==> config.mk <==
export PLATFORM = sky130hd
export DESIGN_NAME = dst_mac_framer
export DESIGN_NICKNAME = d
export VERILOG_FILES = /design/src/rtl/dst_mac_framer.sv
export SDC_FILE = /design/constraint.sdc
export NUM_CORES = 1
export LEC_CHECK = 0
export BUFFER_PORTS_ARGS = -buffer_cell sky130_fd_sc_hd__buf_4
export CAP_MARGIN = 20
export CELL_PAD_IN_SITES_DETAIL_PLACEMENT = 1
export CELL_PAD_IN_SITES_GLOBAL_PLACEMENT = 2
export CORE_UTILIZATION = 23
export CTS_BUF_LIST = sky130_fd_sc_hd__clkbuf_4 sky130_fd_sc_hd__clkbuf_8
export CTS_CLUSTER_SIZE = 12
export DETAILED_ROUTE_END_ITERATION = 10
export GPL_ROUTABILITY_DRIVEN = 0
export PLACE_DENSITY = 0.82
export SYNTH_ARGS = -nofsm -noshare
export SYNTH_HDL_FRONTEND = slang
export SYNTH_SLANG_ARGS = --single-unit
==> constraint.sdc <==
create_clock -name clk -period 1.5 [get_ports clk]
set_input_delay 0.3 -clock clk [delete_from_list [all_inputs] [get_ports clk]]
set_output_delay 0.3 -clock clk [all_outputs]
set_load 0.01 [all_outputs]
==> src/rtl/dst_mac_framer.sv <==
// Egress framer: prepends a 3-word destination MAC header carrying the requested port, then passes payload through to tlast.
// Optional DST_MAC_INVALID_INJECT_EN adds dest_tuser to force bits [15:14] of the first header word to 2'b11.
module dst_mac_framer #(
  parameter logic [15:0] MAC_W2 = 16'h0200,
  parameter logic [15:0] MAC_W1 = 16'h0000,
  parameter logic [15:0] MAC_W0 = 16'h0000
) (
  input  logic        clk,
  input  logic        reset,
  input  logic [1:0]  dest_tdata,
  input  logic        dest_tvalid,
  output logic        dest_tready,
`ifdef DST_MAC_INVALID_INJECT_EN
  input  logic        dest_tuser,
`endif
  input  logic [15:0] in_tdata,
  input  logic        in_tvalid,
  input  logic        in_tlast,
  output logic        in_tready,
  output logic [15:0] out_tdata,
  output logic        out_tvalid,
  output logic        out_tlast,
  input  logic        out_tready,
  output logic [15:0] frame_count
);

  typedef enum logic [2:0] {IDLE, HDR2, HDR1, HDR0, PAYLOAD} state_t;

  state_t      state_q, state_d;
  logic [1:0]  port_q, port_d;
  logic [15:0] frame_count_q;
  logic        frame_done;
  logic [15:0] hdr2_word;

`ifdef DST_MAC_INVALID_INJECT_EN
  logic inj_q, inj_d;

  always_ff @(posedge clk) begin
    if (!reset) inj_q <= 1'b0;
    else        inj_q <= inj_d;
  end

  always_comb begin
    inj_d = inj_q;
    if (reset && state_q == IDLE && dest_tvalid) inj_d = dest_tuser;
  end

  assign hdr2_word = inj_q ? {2'b11, MAC_W2[13:0]} : MAC_W2;
`else
  assign hdr2_word = MAC_W2;
`endif

  always_ff @(posedge clk) begin
    if (!reset) begin
      state_q <= IDLE;
      port_q  <= 2'b00;
    end else begin
      state_q <= state_d;
      port_q  <= port_d;
    end
  end

  // Counter only updates on reset or completion, so it holds otherwise.
  always_ff @(posedge clk) begin
    if (!reset)          frame_count_q <= 16'h0000;
    else if (frame_done) frame_count_q <= frame_count_q + 16'h0001;
  end

  assign frame_count = frame_count_q;

  // Outputs are gated by reset so all valids/readies read low while it is held.
  always_comb begin
    state_d     = state_q;
    port_d      = port_q;
    dest_tready = 1'b0;
    in_tready   = 1'b0;
    out_tvalid  = 1'b0;
    out_tlast   = 1'b0;
    out_tdata   = 16'h0000;
    frame_done  = 1'b0;
    if (reset) begin
      case (state_q)
        IDLE: begin
          dest_tready = 1'b1;
          if (dest_tvalid) begin
            port_d  = dest_tdata;
            state_d = HDR2;
          end
        end
        HDR2: begin
          out_tvalid = 1'b1;
          out_tdata  = hdr2_word;
          if (out_tready) state_d = HDR1;
        end
        HDR1: begin
          out_tvalid = 1'b1;
          out_tdata  = MAC_W1;
          if (out_tready) state_d = HDR0;
        end
        HDR0: begin
          out_tvalid = 1'b1;
          out_tdata  = {MAC_W0[15:2], port_q};
          if (out_tready) state_d = PAYLOAD;
        end
        PAYLOAD: begin
          out_tdata  = in_tdata;
          out_tvalid = in_tvalid;
          out_tlast  = in_tlast;
          in_tready  = out_tready;
          if (in_tvalid && out_tready && in_tlast) begin
            frame_done = 1'b1;
            state_d    = IDLE;
          end
        end
        default: state_d = IDLE;
      endcase
    end
  end

endmodule

==> results of run 1 <==
==> kinds of logic after synthesis <==
group	synth area share, %
simple gates	36.8
mux	4.52
fa+ha+maj	1.05
xor+xnor	3.68
compound gates	13.1
flops	35.3
buf+inv	5.57
==> worst max-delay path, delay by kind of cell, from the launching register on <==
kind	cells	cell delay, ns
compound gates	1	0.14
flops	1	0.33
simple gates	3	0.93
buf+inv	2	0.28
==> metrics by stage <==
step	instances	total power [W]	util (%)	worst slack (ns)	instance area, um^2
detailed placement	286	0.000753	39.1	-0.145	1900
CTS	306	0.00116	46.0	-0.227	2230
global placement	286	0.000749	39.1	-0.0931	1900
floorplan	141	0.000652	-	-0.0278	1210
finish	308	0.00117	48.2	-0.253	2340
global route	308	0.00122	48.2	-0.307	2340
==> power groups by stage <==
stage | sequential (W) | clock, W | combinational [W]
after CTS | 0.000569 | 0.000399 | 0.000191
after floorplan | 0.000581 | 0 | 0.0000707
after global routing | 0.000570 | 0.000415 | 0.000231
final | 0.000568 | 0.000391 | 0.000213
after global placement | 0.000579 | 0 | 0.000170
after detailed placement | 0.000580 | 0 | 0.000172
==> state kept, by name (all words and copies together), names as in the netlist <==
name / flops
frame_count: 16
port_q: 2
state_q: 3
==> how the worst min path moves through the flow <==
stage                       to  slack, ns  cells after the start
2_1_floorplan   frame_count[3]       0.44                      2
4_1_cts              port_q[0]       0.27                      3
6_report             port_q[0]       0.27                      3
5_1_grt              port_q[1]       0.29                      3
3_3_place_gp   frame_count[15]       0.47                      2
3_5_place_dp   frame_count[15]       0.48                      2
==> cell type report <==
class                           instances  area [um^2]
Sequential cell                        21          437
Fill cell                             572         2510
Clock buffer                            3         41.3
Tap cell                               67         83.8
Inverter                                3         11.3
Multi-Input combinational cell        109          863
Clock inverter                          1         5.00
Timing Repair Buffer                  104          897
==> Yosys cell counts (2+ instances only) <==
library cell,n
o21ai_0,7
xnor2_1,2
mux2_2,3
a32oi_1,2
or4_1,6
nor2_1,14
nand4_1,2
xor2_1,3
a21oi_1,10
clkbuf_1,4
o31ai_1,6
nand3_1,5
dfxtp_1,21
mux2i_1,2
buf_6,2
nor3_1,2
nand2_1,10
inv_1,3
or3_1,4
buf_2,2
and2_1,16
==> timing repair <==
action | in CTS | in global routing
gates cloned | 2 | 1
endpoints found under the setup margin | 28 | 35
pin swaps | 20 | 12
buffers inserted | 14 | 2
gates resized for setup | 45 | 26
==> routing by layer <==
metal	track usage, %	wire, um	vias to the layer above
met1	18.0	1800	705
met3	4.07	246	4
met4	2.56	19	0
met2	32.4	2390	49
li1	-	-	706
met5	0	0	-
==> reports/qor.csv, run 1 <==
stage,metric,value,unit
clocking,clkSinkCount,21,
worst_setup_path,critical-path-slowest-cell,or4_4,
global_route,antenna_found_initial,0,
clocking,htreeDepth,1,
global_route,grt_pass1_vias,1559,
power_and_ir_drop,ir_worst_vdd,342,uV
logic_synthesis,avgSynthCellArea,8.45,um^2
finish,fin_nets,267,
power_and_ir_drop,p_sw_share,25.5,%
clocking,clockBufferDepth,2,
worst_setup_path,arrival,1.95,ns
timing,period_share,117,%
power_and_ir_drop,p_per_area,501,nW/um^2
logic_synthesis,synth_top_area_share,35.3,%
logic_synthesis,ys_seq_elements,21,
worst_setup_path,r2r_cells,6,
worst_setup_path,cp-end-kind,flip-flop,
logic_synthesis,synth_top_cell_by_area,dfxtp_1,
finish,diodes,0,
floorplanning,std_cell_rows,25,
clocking,cts_root_buffer,clkbuf_8,
worst_setup_path,cp_data_required_time,1.70,ns
timing,finalCriticalPeriod,1.75,ns
power_and_ir_drop,seq_power_share,48.5,%
power_and_ir_drop,combPwrFrac,18.1,%
timing,worst_slack,-0.253,ns
logic_synthesis,synth-seq-area-share,35.3,%
routing,avgRoutedWirePerCell,14.5,um
timing,slew-limit-headroom,75.5,%
worst_hold_path,worstHoldStart,dest_tdata[0],
power_and_ir_drop,p_leak,1.05,nW
routing,antenna_left,0,
worst_hold_path,holdCritPathClass,in -> reg,
timing,hold_viol_final,0,
floorplanning,core,4850,um^2
worst_setup_path,r2r_start,state_q[0],
worst_setup_path,start_kind,flip-flop,
logic_synthesis,netlist_top_cells_area,"dfxtp_1 (35%), and2_1 (8.4%), nor2_1 (4.4%), a21oi_1 (4.2%), o31ai_1 (3.8%)",
power_and_ir_drop,power.internal,0.000873,W
clocking,holdBufCountCts,0,
routing,drc_errors,0,
worst_setup_path,worstSetupStartpoint,state_q[0],
worst_setup_path,worstPathCellList,and4bb_1 -> buf_6 -> nand4_4 -> buf_6 -> or4_4 -> a21oi_2,
routing,dr.first_iter.drc_count,25,
floorplanning,fp.dieW,74.0,um
worst_setup_path,reg2reg_slack,-0.25,ns
floorplanning,die-area,5470,um^2
timing,fin_skew,0.00144,ns
timing,finalSetupViolations,32,
routing,wl,4460,um
worst_setup_path,crit_fanout,5,
global_route,grt_max_degree,16,
job,cap_violations,0,
worst_setup_path,max_stage_delay,0.51,ns
logic_synthesis,synth_top_flop_cell,dfxtp_1,
finish,drive_above_1_share,65.6,%
logic_synthesis,syn_inst,141,
floorplanning,ioPinCount,60,
worst_setup_path,rr_endpoint,frame_count[11],
logic_synthesis,synth-edff-count,0,
timing,max_freq,570,MHz
run_status,outcome,"finished, violations left",
logic_synthesis,async_reset_ff_share,0,%
routing,via_per_inst,4.75,
run_status,violations,setup timing,
floorplanning,dieHeight,74.0,um
worst_setup_path,cp_common_cell,buf_6,
finish,final_common_cell,buf_4,
clocking,cts_buffers,3,
power_and_ir_drop,p_switching,0.000299,W
worst_setup_path,crit_end,frame_count[11],
clocking,cts_tree,yes,
timing,worstMarginPinSlew,0.365,ns
logic_synthesis,netlist_area,1190,um^2
routing,drt_first_pass_iters,4,
clocking,clock_latency,0.26,ns
place,hpwlAfterDp,2920,um
timing,slew_violations,0,
worst_setup_path,crit_type,reg -> reg,
logic_synthesis,yosys_warnings,0,
logic_synthesis,synth_nets,166,
timing,whs,0.271,ns
clocking,cts.clk_slew.worst_paths,0.08,ns
timing,grt_setup_unrepaired,yes,
global_route,grt_pass1_wl,6950,um
timing,tns,-5.32,ns
logic_synthesis,synth.distinct_cells,36,
finish,syn2layout_area_growth,96.3,%
global_route,gr-total-overflow,0,
place,numPortBuffers,59,
floorplanning,start_util,24.6,%
routing,vias,1464,
global_route,track_usage,16.5,%
finish,mostFrequentLayoutCells,"buf_4 (78), buf_6 (23), dfxtp_1 (14), and2_4 (12), nor2_1 (12)",
power_and_ir_drop,clockPowerShare,33.4,%
(Power assumes the default switching activity.)
==> run 2, diff against run 1 <==
Settings changed: CORE_UTILIZATION 23 to 22, CTS_BUF_LIST sky130_fd_sc_hd__clkbuf_4 sky130_fd_sc_hd__clkbuf_8 to default, PLACE_DENSITY 0.82 to 0.78.
==> reports/qor.csv, run 2 (synthesis gave the netlist of run 1 again) <==
stage,metric,value,unit,change
clocking,cts.clk_slew.worst_paths,0.08,ns,about the same
finish,syn2layout_area_growth,77.8,%,
worst_setup_path,worstPathCellList,and4bb_2 -> buf_6 -> nand4_4 -> buf_4 -> or4_1 -> a21oi_1,,
floorplanning,ioPinCount,60,,unchanged
floorplanning,start_util,23.0,%,-1.5 points
clocking,clock_latency,0.26,ns,about the same
finish,final_common_cell,buf_4,,
worst_setup_path,crit_fanout,7,,+2
global_route,grt_max_degree,18,,+2
routing,via_per_inst,4.64,,-2.4%
worst_setup_path,reg2reg_slack,-0.24,ns,about the same
global_route,grt_pass1_wl,6470,um,-6.9%
worst_setup_path,cp_data_required_time,1.70,ns,about the same
finish,fin_nets,257,,-3.7%
timing,finalSetupViolations,29,,-9.4%
global_route,antenna_found_initial,0,,unchanged
timing,grt_setup_unrepaired,yes,,
worst_setup_path,rr_endpoint,frame_count[11],,
routing,drt_first_pass_iters,4,,unchanged
worst_setup_path,critical-path-top-delay-family,simple AND/OR/NAND/NOR gates,,
timing,finalCriticalPeriod,1.74,ns,-0.00949 ns
worst_setup_path,crit_type,reg -> reg,,
finish,mostFrequentLayoutCells,"buf_4 (85), and2_1 (16), dfxtp_1 (14), nor2_1 (11), nand2_1 (10)",,
finish,largest_reg_flops,16,,unchanged
finish,drive_above_1_share,55.8,%,-9.7 points
worst_setup_path,max_stage_delay,0.40,ns,-0.11 ns
clocking,cts_tree,yes,,
timing,worst_slack,-0.244,ns,+0.00949 ns
floorplanning,dieHeight,75.6,um,+2.2%
power_and_ir_drop,p_per_area,546,nW/um^2,+8.9%
run_status,violations,setup timing,,
timing,max_freq,573,MHz,+0.54%
worst_setup_path,cp.depth,6,,unchanged
worst_setup_path,crit_end,frame_count[11],,
timing,hold_viol_final,0,,unchanged
worst_hold_path,holdCritPathClass,in -> reg,,
worst_setup_path,r2r_cells,6,,unchanged
routing,avgRoutedWirePerCell,13.5,um,-6.8%
timing,slew_violations,0,,unchanged
finish,diodes,0,,unchanged
worst_setup_path,cp-end-kind,flip-flop,,
floorplanning,core,5170,um^2,+6.7%
worst_setup_path,worstSetupStartpoint,state_q[0],,
power_and_ir_drop,p_leak,0.958,nW,-8.3%
place,hpwlAfterDp,3040,um,+4.4%
routing,antenna_left,0,,unchanged
timing,worstMarginPinSlew,0.314,ns,-0.0506 ns
worst_setup_path,arrival,1.94,ns,about the same
routing,highest_layer,met4,,
finish,final_cells,301,,-2.3%
place,numPortBuffers,59,,unchanged
global_route,track_usage,14.9,%,-1.7 points
worst_setup_path,start_kind,flip-flop,,
clocking,clockBufferDepth,2,,unchanged
job,cap_violations,0,,unchanged
routing,drt-met1-wl,1600,um,-11%
run_status,outcome,"finished, violations left",,
routing,vias,1396,,-4.6%
floorplanning,fp.dieW,75.6,um,+2.2%
timing,slew-limit-headroom,79.0,%,+3.6 points
floorplanning,die-area,5710,um^2,+4.4%
clocking,clkSinkCount,21,,unchanged
worst_setup_path,r2r_start,state_q[0],,
global_route,grt_pass1_vias,1411,,-9.5%
timing,period_share,116,%,-0.63 points
routing,wl,4060,um,-8.9%
floorplanning,std_cell_rows,26,,+4.0%
power_and_ir_drop,ir_worst_vdd,340,uV,-0.46%
timing,fin_skew,0.00312,ns,+0.00168 ns
routing,dr.first_iter.drc_count,34,,+36%
clocking,htreeDepth,1,,unchanged
routing,drc_errors,0,,unchanged
clocking,cts_buffers,3,,unchanged
routing,met2_length,2150,um,-9.9%
global_route,gr-total-overflow,0,,unchanged
clocking,cts_root_buffer,clkbuf_8,,
place,place_inst,291,,+1.7%
clocking,holdBufCountCts,0,,unchanged
power_and_ir_drop,total_power,0.00116,W,-1.3%
routing,dr_wl_met3,287,um,+17%
worst_setup_path,crit_buf_inv,2,,unchanged
worst_setup_path,critical-path-slowest-cell,or4_1,,
run 2: tightest hold or removal path, delay by kind of cell:
family / cells / cell delay (ns)
buffers and inverters: 1 / 0.08
and+or+nand+nor: 1 / 0.08
muxes: 1 / 0.06
run 2: what timing repair did:
item                                    in CTS  in global routing
endpoints found under the setup margin      31                 34
resized for setup                           21                 13
pin swaps                                    7                  1
setup buffers                                3                  2
gates cloned                                 0                  1
run 2: worst min-delay path by stage:
stage                          from         endpoint  slack, ns  cells after the start
floorplan                     reset   frame_count[3]       0.44                      2
detailed placement  frame_count[15]  frame_count[15]       0.48                      2
global placement    frame_count[15]  frame_count[15]       0.47                      2
global route          dest_tdata[1]        port_q[1]       0.30                      3
finish                dest_tdata[0]        port_q[0]       0.28                      3
CTS                   dest_tdata[1]        port_q[1]       0.28                      3
run 2: cell type report:
type                       instances  area [um^2]
multi-input combinational        108          790
fill                             609         3050
tap                               70         87.6
clock buffer                       4         45.0
inverter                           3         11.3
sequential                        21          437
timing repair buffer              95          748
run 2: metal layers:
layer,GRT usage (%),up-vias
li1,-,683
met1,16.2,657
met2,28.7,54
met3,4.10,2
met4,3.09,0
met5,0,-
run 2: stage by stage:
step                area, um^2  util (%)  setup TNS, ns  hold WS (ns)  worst slack (ns)
global placement          1900      36.8         -0.789         0.473           -0.0895
CTS                       2040      39.5          -3.76         0.277            -0.166
floorplan                 1210         -         -0.339         0.436           -0.0278
finish                    2120      41.0          -3.80         0.278            -0.244
detailed placement        1900      36.8          -1.09         0.482            -0.156
global route              2120      41.0          -5.75         0.298            -0.294
run 2: where the power goes:
group	internal (W)	switching [W]	total, W
registers	0.000563	0.00000714	0.000570
logic	0.000124	0.0000846	0.000209
clock network	0.000190	0.000188	0.000378
==> run 3, diff against run 2 <==
Settings changed: ABC_AREA from default to 0, REMOVE_ABC_BUFFERS from default to 1.
==> reports/qor.csv, run 3 (synthesis gave the netlist of run 1 again) <==
stage,metric,value,unit,change
run_status,outcome,"finished, violations left",,
run_status,violations,setup timing,,
job,cap_violations,0,,unchanged
worst_setup_path,r2r_start,state_q[0],,
clocking,htreeDepth,1,,unchanged
clocking,cts.clk_slew.worst_paths,0.08,ns,about the same
finish,n_fill_cell,617,,+1.3%
worst_setup_path,r2r_cells,5,,-1
finish,final_cells,298,,-1.0%
worst_hold_path,hold_depth,3,,unchanged
finish,final_common_cell,buf_4,,
timing,finalSetupViolations,30,,+3.4%
timing,whs,0.274,ns,-0.00433 ns
finish,fin_nets,254,,-1.2%
clocking,cts_buffers,3,,unchanged
floorplanning,std_cell_rows,26,,unchanged
finish,largest_reg_flops,16,,unchanged
clocking,holdBufCountCts,0,,unchanged
clocking,clock_latency,0.26,ns,about the same
global_route,antenna_found_initial,0,,unchanged
worst_setup_path,arrival,1.37,ns,-0.57 ns
finish,syn2layout_area_growth,76.1,%,
finish,drive_above_1_share,53.5,%,-2.3 points
worst_setup_path,crit_type,reg -> out,,
routing,wl,4070,um,+0.39%
routing,dr.first_iter.drc_count,48,,+41%
floorplanning,core,5170,um^2,unchanged
clocking,clockBufferDepth,2,,unchanged
routing,drt_first_pass_iters,4,,unchanged
routing,via_per_inst,4.64,,+0.14%
place,numPortBuffers,59,,unchanged
power_and_ir_drop,total_power,0.00117,W,+1.0%
timing,worst_slack,-0.169,ns,+0.0744 ns
routing,drc_errors,0,,unchanged
worst_hold_path,holdCritPathClass,in -> reg,,
global_route,grt_pass1_wl,6420,um,-0.76%
timing,period_share,111,%,-5.0 points
floorplanning,ioPinCount,60,,unchanged
floorplanning,die-area,5710,um^2,unchanged
global_route,gr-total-overflow,0,,unchanged
clocking,cts_root_buffer,clkbuf_8,,
worst_setup_path,cp-end-kind,output port,,
worst_hold_path,min_to,port_q[1],,
timing,hold_viol_final,0,,unchanged
routing,vias,1384,,-0.86%
clocking,cts_tree,yes,,
floorplanning,fp.dieW,75.6,um,unchanged
timing,tns,-3.85,ns,-0.0519 ns
global_route,grt_max_degree,18,,unchanged
worst_setup_path,crit_fanout,5,,-2
timing,slew_violations,0,,unchanged
worst_setup_path,reg2reg_slack,-0.12,ns,+0.12 ns
power_and_ir_drop,p_per_area,557,nW/um^2,+2.0%
place,hpwlAfterDp,2800,um,-7.9%
place,place_inst,284,,-2.4%
finish,mostFrequentLayoutCells,"buf_4 (84), dfxtp_1 (18), and2_1 (15), nor2_1 (12), nand2_1 (9)",,
power_and_ir_drop,ir_worst_vdd,308,uV,-9.4%
worst_setup_path,rr_endpoint,frame_count[14],,
routing,avgRoutedWirePerCell,13.7,um,+1.4%
floorplanning,dieHeight,75.6,um,unchanged
worst_setup_path,start_kind,flip-flop,,
finish,diodes,0,,unchanged
timing,grt_setup_unrepaired,yes,,
timing,slew-limit-headroom,74.6,%,-4.4 points
timing,finalCriticalPeriod,1.67,ns,-0.0744 ns
timing,worstMarginPinSlew,0.380,ns,+0.0663 ns
worst_hold_path,worstHoldStart,dest_tdata[1],,
worst_setup_path,cp_data_required_time,1.20,ns,-0.50 ns
power_and_ir_drop,p_leak,0.947,nW,-1.1%
floorplanning,start_util,23.0,%,unchanged
global_route,grt_pass1_vias,1328,,-5.9%
timing,max_freq,599,MHz,+4.5%
global_route,track_usage,14.9,%,about the same
routing,antenna_left,0,,unchanged
clocking,clkSinkCount,21,,unchanged
timing,fin_skew,0.000976,ns,-0.00215 ns
run 3: power breakdown:
group | switching, W | internal, W
clock network | 0.000202 | 0.000186
logic | 0.0000868 | 0.000120
registers | 0.00000604 | 0.000568
run 3: per-layer routing:
metal,wire length (um),vias to the layer above,global-route usage [%],share of wire (%)
met2,2130,30,26.3,52
met4,38,0,3.70,0.93
met5,0,-,0,0
met1,1780,666,18.2,44
li1,-,683,-,-
met3,132,5,3.57,3.2
run 3: cell type report:
class | count | area [um^2] | area share (%)
clock buffers | 3 | 41.3 | 1.97
clock inverters | 1 | 5.00 | 0.239
inverters | 3 | 11.3 | 0.537
multi-input cells | 109 | 816 | 38.9
flip-flops and latches | 21 | 424 | 20.2
well taps | 70 | 87.6 | 4.18
repair buffers | 91 | 712 | 33.9
run 3: worst max path at each step:
stage	from	end	slack, ns
after CTS	state_q[1]	out_tdata[11]	-0.20
after floorplan	state_q[2]	frame_count[11]	-0.44
final	state_q[2]	out_tdata[1]	-0.17
after global routing	state_q[0]	out_tvalid	-0.24
after global placement	reset	frame_count[11]	-0.17
after detailed placement	reset	frame_count[11]	-0.19
run 3: per-stage QoR:
| stage | setup WS, ns | util, % | cell area [um^2] |
|---|---|---|---|
| 5_1_grt | -0.237 | 40.5 | 2100 |
| 4_1_cts | -0.196 | 37.9 | 1960 |
| 3_3_place_gp | -0.165 | 35.6 | 1840 |
| 6_report | -0.169 | 40.5 | 2100 |
| 2_1_floorplan | -0.441 | - | 1140 |
| 3_5_place_dp | -0.185 | 35.6 | 1840 |
run 3: repair_timing:
item,in CTS,in global routing
pin swaps,3,3
cloned,0,2
gates resized for setup,18,16
setup endpoints to repair,31,33
setup buffers,2,6
run 3: critical path, cell delays in order (launching register included):
cell and delay (ns):
dfxtp_2 0.36, buf_6 0.12, and3b_2 0.23, a32oi_1 0.16, nor2_1 0.07, buf_4 0.16
